[src/rtl/melody_sequencer.sv]
// rtl/melody_sequencer.sv - plays one of four fixed 8-note melodies as a square wave on the buzzer.
// Define MELODY_LOOP_EN to loop the song; by default it plays once and waits for a new start.
module melody_sequencer #(
  parameter int CLK_FREQ    = 50_000_000,
  parameter int BEAT_CYCLES = 12_500_000,
  parameter int GAP_CYCLES  = 1_250_000
) (
  input  logic       clk,
  input  logic       rst_n,
  input  logic [1:0] song_sel,
  input  logic       play_en,
  output logic       buzzer,
  output logic [2:0] note_idx,
  output logic [2:0] pitch_code,
  output logic       playing,
  output logic       song_done
);

  localparam int HP1 = (CLK_FREQ / 524  > 0) ? CLK_FREQ / 524  : 1;
  localparam int HP2 = (CLK_FREQ / 588  > 0) ? CLK_FREQ / 588  : 1;
  localparam int HP3 = (CLK_FREQ / 660  > 0) ? CLK_FREQ / 660  : 1;
  localparam int HP4 = (CLK_FREQ / 698  > 0) ? CLK_FREQ / 698  : 1;
  localparam int HP5 = (CLK_FREQ / 784  > 0) ? CLK_FREQ / 784  : 1;
  localparam int HP6 = (CLK_FREQ / 880  > 0) ? CLK_FREQ / 880  : 1;
  localparam int HP7 = (CLK_FREQ / 1046 > 0) ? CLK_FREQ / 1046 : 1;

  // C4 has the longest half period, so it sizes the tone counter.
  localparam int TW = $clog2(HP1 + 1);
  localparam int BW = (BEAT_CYCLES > 2) ? $clog2(BEAT_CYCLES) : 1;

  localparam logic [BW-1:0] TONE_LAST = BW'(BEAT_CYCLES - GAP_CYCLES - 2);
  localparam logic [BW-1:0] GAP_LAST  = BW'(BEAT_CYCLES - 2);

  // Note 0 sits in the least significant 3 bits.
  localparam logic [23:0] SONG0 = {3'd7, 3'd7, 3'd6, 3'd5, 3'd4, 3'd3, 3'd2, 3'd1};
  localparam logic [23:0] SONG1 = {3'd0, 3'd5, 3'd6, 3'd6, 3'd5, 3'd5, 3'd1, 3'd1};
  localparam logic [23:0] SONG2 = {3'd0, 3'd3, 3'd3, 3'd3, 3'd2, 3'd1, 3'd2, 3'd3};

  typedef enum logic [1:0] {S_IDLE, S_LOAD, S_TONE, S_GAP} state_t;

  function automatic logic [2:0] rom_pitch(input logic [1:0] sel, input logic [2:0] idx);
    logic [23:0] song;
    case (sel)
      2'd0:    song = SONG0;
      2'd1:    song = SONG1;
      2'd2:    song = SONG2;
      default: song = '0;
    endcase
    return song[idx*3 +: 3];
  endfunction

  function automatic logic [TW-1:0] half_period(input logic [2:0] p);
    case (p)
      3'd1:    return TW'(HP1);
      3'd2:    return TW'(HP2);
      3'd3:    return TW'(HP3);
      3'd4:    return TW'(HP4);
      3'd5:    return TW'(HP5);
      3'd6:    return TW'(HP6);
      3'd7:    return TW'(HP7);
      default: return TW'(1);
    endcase
  endfunction

  state_t          r_state;
  logic [1:0]      r_sel_q;
  logic [2:0]      r_note_idx;
  logic [2:0]      r_pitch_code;
  logic            r_buzzer;
  logic [BW-1:0]   r_beat_cnt;
  logic [TW-1:0]   r_tone_cnt;
  logic            r_song_done;

  state_t          w_state_nx;
  logic [2:0]      w_note_nx;
  logic [2:0]      w_pitch_nx;
  logic            w_buzz_nx;
  logic [BW-1:0]   w_beat_nx;
  logic [TW-1:0]   w_tone_nx;
  logic            w_done_nx;
  logic            w_slot_end;
  logic            w_start;
  logic            w_sel_change;
  logic [TW-1:0]   w_hp_last;

  assign playing      = (r_state != S_IDLE);
  assign w_sel_change = playing && (song_sel != r_sel_q);
  assign w_hp_last    = half_period(r_pitch_code) - TW'(1);

`ifdef MELODY_LOOP_EN
  assign w_start = play_en;
`else
  // A finished one-shot song only restarts on a fresh play_en edge or a new selection.
  logic r_play_en_q;
  assign w_start = play_en && (!r_play_en_q || (song_sel != r_sel_q));

  always_ff @(posedge clk or negedge rst_n) begin
    if (!rst_n) r_play_en_q <= 1'b0;
    else        r_play_en_q <= play_en;
  end
`endif

  always_comb begin
    w_state_nx = r_state;
    w_note_nx  = r_note_idx;
    w_pitch_nx = r_pitch_code;
    w_buzz_nx  = r_buzzer;
    w_beat_nx  = r_beat_cnt;
    w_tone_nx  = r_tone_cnt;
    w_done_nx  = 1'b0;
    w_slot_end = 1'b0;

    case (r_state)
      S_IDLE: begin
        w_buzz_nx = 1'b0;
        if (w_start) begin
          w_state_nx = S_LOAD;
          w_note_nx  = 3'd0;
        end
      end
      S_LOAD: begin
        w_beat_nx  = '0;
        w_tone_nx  = '0;
        w_buzz_nx  = 1'b0;
        w_state_nx = S_TONE;
      end
      S_TONE: begin
        w_beat_nx = r_beat_cnt + BW'(1);
        if (r_pitch_code == 3'd0) begin
          w_buzz_nx = 1'b0;
        end else if (r_tone_cnt == w_hp_last) begin
          w_buzz_nx = ~r_buzzer;
          w_tone_nx = '0;
        end else begin
          w_tone_nx = r_tone_cnt + TW'(1);
        end
        if (r_beat_cnt == TONE_LAST) begin
          if (GAP_CYCLES == 0) w_slot_end = 1'b1;
          else                 w_state_nx = S_GAP;
        end
      end
      S_GAP: begin
        w_beat_nx = r_beat_cnt + BW'(1);
        w_buzz_nx = 1'b0;
        if (r_beat_cnt == GAP_LAST) w_slot_end = 1'b1;
      end
      default: w_state_nx = S_IDLE;
    endcase

    if (w_slot_end) begin
      if (r_note_idx != 3'd7) begin
        w_note_nx  = r_note_idx + 3'd1;
        w_state_nx = S_LOAD;
      end else begin
        w_done_nx = 1'b1;
        w_note_nx = 3'd0;
`ifdef MELODY_LOOP_EN
        w_state_nx = S_LOAD;
`else
        w_state_nx = S_IDLE;
`endif
      end
    end

    if (w_sel_change) begin
      w_state_nx = S_LOAD;
      w_note_nx  = 3'd0;
    end

    if (!play_en) begin
      w_state_nx = S_IDLE;
      w_note_nx  = 3'd0;
      w_done_nx  = 1'b0;
    end

    // song_sel is what sel_q holds during the LOAD cycle, so the pitch is valid from LOAD on.
    if (w_state_nx == S_LOAD)      w_pitch_nx = rom_pitch(song_sel, w_note_nx);
    else if (w_state_nx == S_IDLE) w_pitch_nx = 3'd0;
    if (w_state_nx != S_TONE)      w_buzz_nx  = 1'b0;
  end

  always_ff @(posedge clk or negedge rst_n) begin
    if (!rst_n) begin
      r_state      <= S_IDLE;
      r_sel_q      <= 2'd0;
      r_note_idx   <= 3'd0;
      r_pitch_code <= 3'd0;
      r_buzzer     <= 1'b0;
      r_beat_cnt   <= '0;
      r_tone_cnt   <= '0;
      r_song_done  <= 1'b0;
    end else begin
      r_state      <= w_state_nx;
      r_sel_q      <= song_sel;
      r_note_idx   <= w_note_nx;
      r_pitch_code <= w_pitch_nx;
      r_buzzer     <= w_buzz_nx;
      r_beat_cnt   <= w_beat_nx;
      r_tone_cnt   <= w_tone_nx;
      r_song_done  <= w_done_nx;
    end
  end

  assign buzzer     = r_buzzer;
  assign note_idx   = r_note_idx;
  assign pitch_code = r_pitch_code;
  assign song_done  = r_song_done;

endmodule

[config.mk]
export PLATFORM = sky130hd
export DESIGN_NAME = melody_sequencer
export DESIGN_NICKNAME = d
export VERILOG_FILES = /design/src/rtl/melody_sequencer.sv
export SDC_FILE = /design/constraint.sdc
export NUM_CORES = 1
export LEC_CHECK = 0
export CORE_MARGIN = 4
export CORE_UTILIZATION = 50
export DETAILED_ROUTE_END_ITERATION = 8
export PLACE_DENSITY = 0.67
export SYNTH_ARGS = -nofsm -noshare
export SYNTH_HDL_FRONTEND = slang
export SYNTH_SLANG_ARGS = --single-unit
[constraint.sdc]
create_clock -name clk -period 5.05 [get_ports clk]
set_clock_uncertainty 0.15 [all_clocks]
set_input_delay 0.505 -clock clk [delete_from_list [all_inputs] [get_ports clk]]
set_output_delay 0.505 -clock clk [all_outputs]
set_load 0.02 [all_outputs]
==> out/results.ini, run 1 <==
[floorplanning]
die_w_um=95.5
initial_core_util_pct=52.2
die_h_um=95.5
core-area_mm2=0.00733
dieArea_mm2=0.00911
rows=31
io_pins=14

[sta]
finalCriticalPeriod_ns=3.45
fin_hold_ws_ns=0.157
finalSetupViolCount=0
fmax_mhz=290
slew_headroom_pct=41.8
worst_pin_slew_ns=0.871
grt_setup_unrepaired=false
hold_viol=0
fin_crit_sh_pct=68.3
maxSlewViolCount=0
tns_ns=0

[layout]
drive_above_1_share_pct=6.24
diodes=0
fill_cells=659
area_growth_syn_to_layout_pct=7.20
final_area_mm2=0.00410
num-nets-final=454

[grt]
grt_pass1_vias=2943
grtUsageTotal_pct=19.4
grt_pass1_wl_um=14200
grt_antenna_before_repair=0
grt_max_degree=55
grt_overflow=0

[synthesis]
synth_mux_area_share_pct=4.65
async_reset_ff_share_pct=100
synth_fa_ha_area_share_pct=5.56
avgSynthCellArea_um2=8.94
synth_flop_cell=dfrtp_1
synth_fp_nets=450
synth_compound_area_share_pct=16.4
yosys.area.top_type_share_pct=35.3
ys_top_cells_by_area=dfrtp_1, ha_1, nand3_1
ys.warnings.count=0
synthXorXnorAreaFrac_pct=6.08
synth_top_family_by_area=simple AND/OR/NAND/NOR gates
netlist.top_cell.by_area=dfrtp_1
synth_seq_area_share_pct=35.3
syn_area_mm2=0.00382
synth-simple-area-share_pct=28.5
synth_seq_cells=54
synth_edf_count=0
ys_types=71
syn_inst=428

[setup_path]
worst_setup_path_start_kind=register
cp_top_family=simple AND/OR/NAND/NOR gates
crit_path_start=pitch_code[1]$_DFFE_PN0P_
cp.depth=9
cp_num_buf_inv=1
cpPeakStageDelay_ns=0.56
reg2reg_depth=9
crit_fanout=15
crit_type=reg2reg
regToRegSetupSlack_ns=1.60
r2r-start=pitch_code[1]$_DFFE_PN0P_
cp_cell_sequence=inv_1 > ha_1 > or3_1 > nor3_1 > nand3b_1 > a32oi_1 > nand4_2 > o31ai_4 > nor2_1
slowest_stage=o31ai_4
endpoint=r_tone_cnt[10]$_DFFE_PN0P_
worstPathArrival_ns=3.47
cp.required_ns=5.07
timing.rr.end=r_tone_cnt[10]$_DFFE_PN0P_
crit_path_end_kind=register

[cts]
cts_made_buffers=5
h-tree-depth=2
clock-sinks=54
cts_buffer_depth=2
clock_latency_ns=0.31
cts_setup_buffers=0
cts_root_buf=clkbuf_8
tritoncts=yes
cts_hold_buffers=0
cts.repair.resized=0
clk_pin_slew_ns=0.10

[pwr]
power.density_mw_per_mm2=218
vdd_drop_max_mv=0.197
p_leak_uw=0.00163

[placed_design]
gp_congestion=0.820
dp_hpwl_um=6030
placed_area_mm2=0.00401
io_buffers=13

[detailed_routing]
viasPerCell=5.96
first_pass_iters=5
wl_um=8340
drt_iter0_drc=143
vias=3172
wl_per_cell_um=15.7
drc_errors=0
ant_nets=0

[outcome]
status=complete, no violations

[hold_path]
min_path_type=in2async

[run]
drv_cap=0

[final cells by class]
| cell class | instances | area (um2) | area share (%) |
|---|---|---|---|
| Multi-Input combinational cell | 341 | 2340 | 57.0 |
| Sequential cell | 54 | 1350 | 33.0 |
| Timing Repair Buffer | 14 | 133 | 3.23 |
| Tap cell | 99 | 124 | 3.02 |
| Clock buffer | 7 | 86.3 | 2.11 |
| Inverter | 16 | 60.1 | 1.46 |
| Clock inverter | 1 | 8.76 | 0.214 |
[through the flow]
step / instances / utilization (%) / power (uW) / worst slack [ns]
detailed placement: 524 / 54.6 / 643 / 1.62
global placement: 524 / 54.6 / 641 / 1.68
global route: 532 / 55.9 / 944 / 1.27
floorplan: 428 / - / 595 / 1.90
finish: 532 / 55.9 / 893 / 1.60
CTS: 532 / 55.9 / 901 / 1.58
[registers in the layout, summed over array words and instances (netlist names)]
| signal | count |
|---|---|
| buzzer | 1 |
| note_idx | 3 |
| pitch_code | 3 |
| r_beat_cnt | 24 |
| r_play_en_q | 1 |
| r_sel_q | 2 |
| r_state | 2 |
| r_tone_cnt | 17 |
| song_done | 1 |
[kinds of logic (layout without fill, tap and decap cells)]
kind of cell	Yosys count	in the layout
AO/OA/AOI/OAI	89	89
XOR/XNOR	25	25
adder cells (fa/ha/maj)	17	17
buffers and inverters	33	38
flip-flops	54	54
multiplexers	17	17
AND/OR/NAND/NOR	193	193
[placed cells by master (no fill, tap or decap), types with 6 or more instances in the layout]
master           synthesis  layout
clkbuf_8                 0       6
nand3_1                 32      32
xor2_1                   6       6
nand2_1                 38      38
or3_1                    7       7
inv_1                   16      16
nor2_1                  35      35
o211ai_1                10      10
nand4_1                 12      12
ha_1                    17      17
clkdlybuf4s50_1          0      12
and3_1                   8       8
o21ai_0                 29      29
nor4_1                   6       6
a21oi_1                  7       7
nor3_1                  11      11
dfrtp_1                 54      54
xnor2_1                 18      18
mux2i_1                 14      14
[cell usage after synthesis, types with 7 or more instances]
| cell type | instances |
|---|---|
| buf_2 | 7 |
| mux2i_1 | 14 |
| o211ai_1 | 10 |
| o21ai_0 | 29 |
| xnor2_1 | 18 |
| and3_1 | 8 |
| nor2_1 | 35 |
| nand4_1 | 12 |
| dfrtp_1 | 54 |
| nand2_1 | 38 |
| nand3_1 | 32 |
| clkbuf_1 | 7 |
| a21oi_1 | 7 |
| or3_1 | 7 |
| inv_1 | 16 |
| nor3_1 | 11 |
| ha_1 | 17 |
[report_power, final]
group	switching, uW	total, uW	internal, uW	leakage, uW
Clock	144	258	114	0.0000489
Combinational	111	180	68.6	0.000844
Sequential	14.2	455	441	0.000741
[layer usage]
layer / vias to the layer above / GRT usage [%] / wire length, um
li1: 1597 / - / -
met1: 1512 / 27.2 / 3940
met2: 61 / 32.6 / 4090
met3: 2 / 2.60 / 274
met4: 0 / 3.20 / 39
met5: - / 0 / 0
[how the worst min path moves through the flow]
stage                                          start                    endpoint  slack (ns)
after floorplan                                rst_n          buzzer$_DFFE_PN0P_        0.06
after global placement    r_beat_cnt[23]$_DFFE_PN0P_  r_beat_cnt[23]$_DFFE_PN0P_        0.32
after detailed placement  r_beat_cnt[23]$_DFFE_PN0P_  r_beat_cnt[23]$_DFFE_PN0P_        0.33
after CTS                                      rst_n  r_tone_cnt[15]$_DFFE_PN0P_        0.19
after global routing                           rst_n  r_tone_cnt[15]$_DFFE_PN0P_        0.21
final                                          rst_n  r_tone_cnt[15]$_DFFE_PN0P_        0.16
Note: power is estimated with default switching activity, not from simulation.
==> run 2: changes to the inputs <==
PLACE_DENSITY = 0.7   (was 0.67)
clock period = 3.04 ns   (was 5.05 ns; I/O delays follow)
==> run 2 against run 1 <==
Compared with the run above:
- clock power rose by 66%
- critical path depth rose by 3
- sequential power rose by 65%
- combinational power rose by 110%
- global-route usage rose by 1.3 points
- sequential cell count did not move
- register-to-register slack got worse by 1.5 ns
- highest routed layer unchanged
- largest cell class unchanged
==> out/results.ini, run 2 (same netlist as run 1, synthesis figures left out) <==
[outcome]
status=complete, no violations

[floorplanning]
io_pins=14
die_w_um=95.5
core-area_mm2=0.00733
rows=31
die_h_um=95.5
dieArea_mm2=0.00911
initial_core_util_pct=52.2

[pwr]
clkPwrFrac_pct=27.5
seqPwrFrac_pct=48.3
p_sw_share_pct=30.0
power.switching_uw=468
p_leak_uw=0.00179
vdd_drop_max_mv=0.220
power.density_mw_per_mm2=354
internal_power_uw=1090
power_frac_comb_pct=24.2

[setup_path]
r2r-start=pitch_code[0]$_DFFE_PN0P_
crit_fanout=10
crit_path_start=pitch_code[0]$_DFFE_PN0P_
cp_num_buf_inv=4
worst_setup_path_start_kind=register
slowest_stage=dfrtp_2
cpPeakStageDelay_ns=0.45
worstPathArrival_ns=2.97
cp_cell_sequence=buf_4 > ha_4 > buf_4 > or2_2 > o32a_1 > o21ai_0 > o32ai_1 > o211ai_1 > buf_4 > o31ai_4 > buf_4 > nor3b_1
crit_path_end_kind=register
critical_path.most_common_cell=buf_4
cp_top_family=compound AO/OA/AOI/OAI gates
cp.required_ns=3.11
crit_type=reg2reg

[detailed_routing]
drt_iter0_drc=190
viasPerCell=5.95
vias=3350
wl_um=8840
ant_nets=0
wl_per_cell_um=15.7
drc_errors=0
first_pass_iters=4

[placed_design]
gp_congestion=0.859
dp.cells=549
io_buffers=13
dp_hpwl_um=6660

[cts]
cts_buffer_depth=2
clock_latency_ns=0.30
clk_pin_slew_ns=0.10
clock-sinks=54
h-tree-depth=2
cts_made_buffers=5
cts_root_buf=clkbuf_8
tritoncts=yes

[grt]
grt_overflow=0
grt_antenna_before_repair=0
grt_pass1_vias=3239
grt_max_degree=29
grtUsageTotal_pct=20.8
grt_pass1_wl_um=15200

[sta]
fin_crit_sh_pct=95.4
hold_viol=0
finalSetupViolCount=0
fmax_mhz=345
maxSlewViolCount=0
worst_pin_slew_ns=0.563
slew_headroom_pct=61.4
finalCriticalPeriod_ns=2.90
fin_hold_ws_ns=0.359

[layout]
largest_register_ffs=24
multi_input_area_mm2=0.00239
area_growth_syn_to_layout_pct=14.9
num-nets-final=485
regMostFlops=r_beat_cnt
diodes=0
reg.largest.list=r_beat_cnt (24), r_tone_cnt (17)
fin_cells=563
seq_area_mm2=0.00135
final_common_cell=dfrtp_1
postLayoutCoreUtil_pct=59.9
drive_above_1_share_pct=14.9
fill_cells=640
final_cell_mix=dfrtp_1, nand2_1, nor2_1

[hold_path]
hold_start=r_beat_cnt[23]$_DFFE_PN0P_
min_path_type=reg2reg

[run]
drv_cap=0

[run 2: cell types whose count changed in the layout (fill, tap and decap cells not counted), sizes merged]
| cell | before | now |
|---|---|---|
| dlygate4sd3 | 0 | 1 |
| buf | 2 | 32 |
[run 2: power by group through the flow]
stage / sequential (uW) / clock [uW] / combinational (uW)
floorplan: 766 / 0 / 223
finish: 752 / 428 / 376
CTS: 753 / 443 / 347
global placement: 766 / 0 / 340
detailed placement: 767 / 0 / 343
global route: 757 / 471 / 419
[run 2: metal layers]
layer | wire length, um | vias up | global-route usage, %
met3 | 247 | 10 | 2.68
met4 | 88 | 0 | 4.50
met1 | 4090 | 1617 | 28.3
met5 | 0 | - | 0
met2 | 4410 | 54 | 35.5
li1 | - | 1669 | -
[run 2: cell type report]
type,count,area share [%]
inverters,16,1.37
repair buffers,45,8.37
clock buffers,7,1.96
flip-flops and latches,54,30.8
clock inverters,1,0.199
multi-input cells,341,54.5
well taps,99,2.82
[run 2: final timing paths]
kind,endpoint,slack (ns),depth (start not counted)
setup reg to reg,r_tone_cnt[3]$_DFFE_PN0P_,0.14,12
hold reg to reg,r_beat_cnt[23]$_DFFE_PN0P_,0.36,1
max in group asynchronous,r_beat_cnt[9]$_DFFE_PN0P_,1.57,3
min in group asynchronous,r_tone_cnt[9]$_DFFE_PN0P_,0.38,2
hold / removal,r_beat_cnt[23]$_DFFE_PN0P_,0.36,1
setup / recovery,r_tone_cnt[3]$_DFFE_PN0P_,0.14,12
[run 2: what timing repair did]
action,in CTS,in global routing
pin swaps,0,2
hold buffers,1,0
endpoints found under the hold margin,26,0
setup endpoints to repair,2,18
buffers inserted,0,5
resized for setup,3,11
[run 2: through the flow]
stage	setup WS, ns	total power [uW]	setup TNS (ns)	area, um2
after floorplan	0.0131	990	0	3830
after global placement	0.0635	1110	0	4200
after detailed placement	0.00386	1110	0	4200
after CTS	0.0216	1540	0	4310
after global routing	-0.0186	1650	-0.0262	4390
final	0.140	1560	0	4390
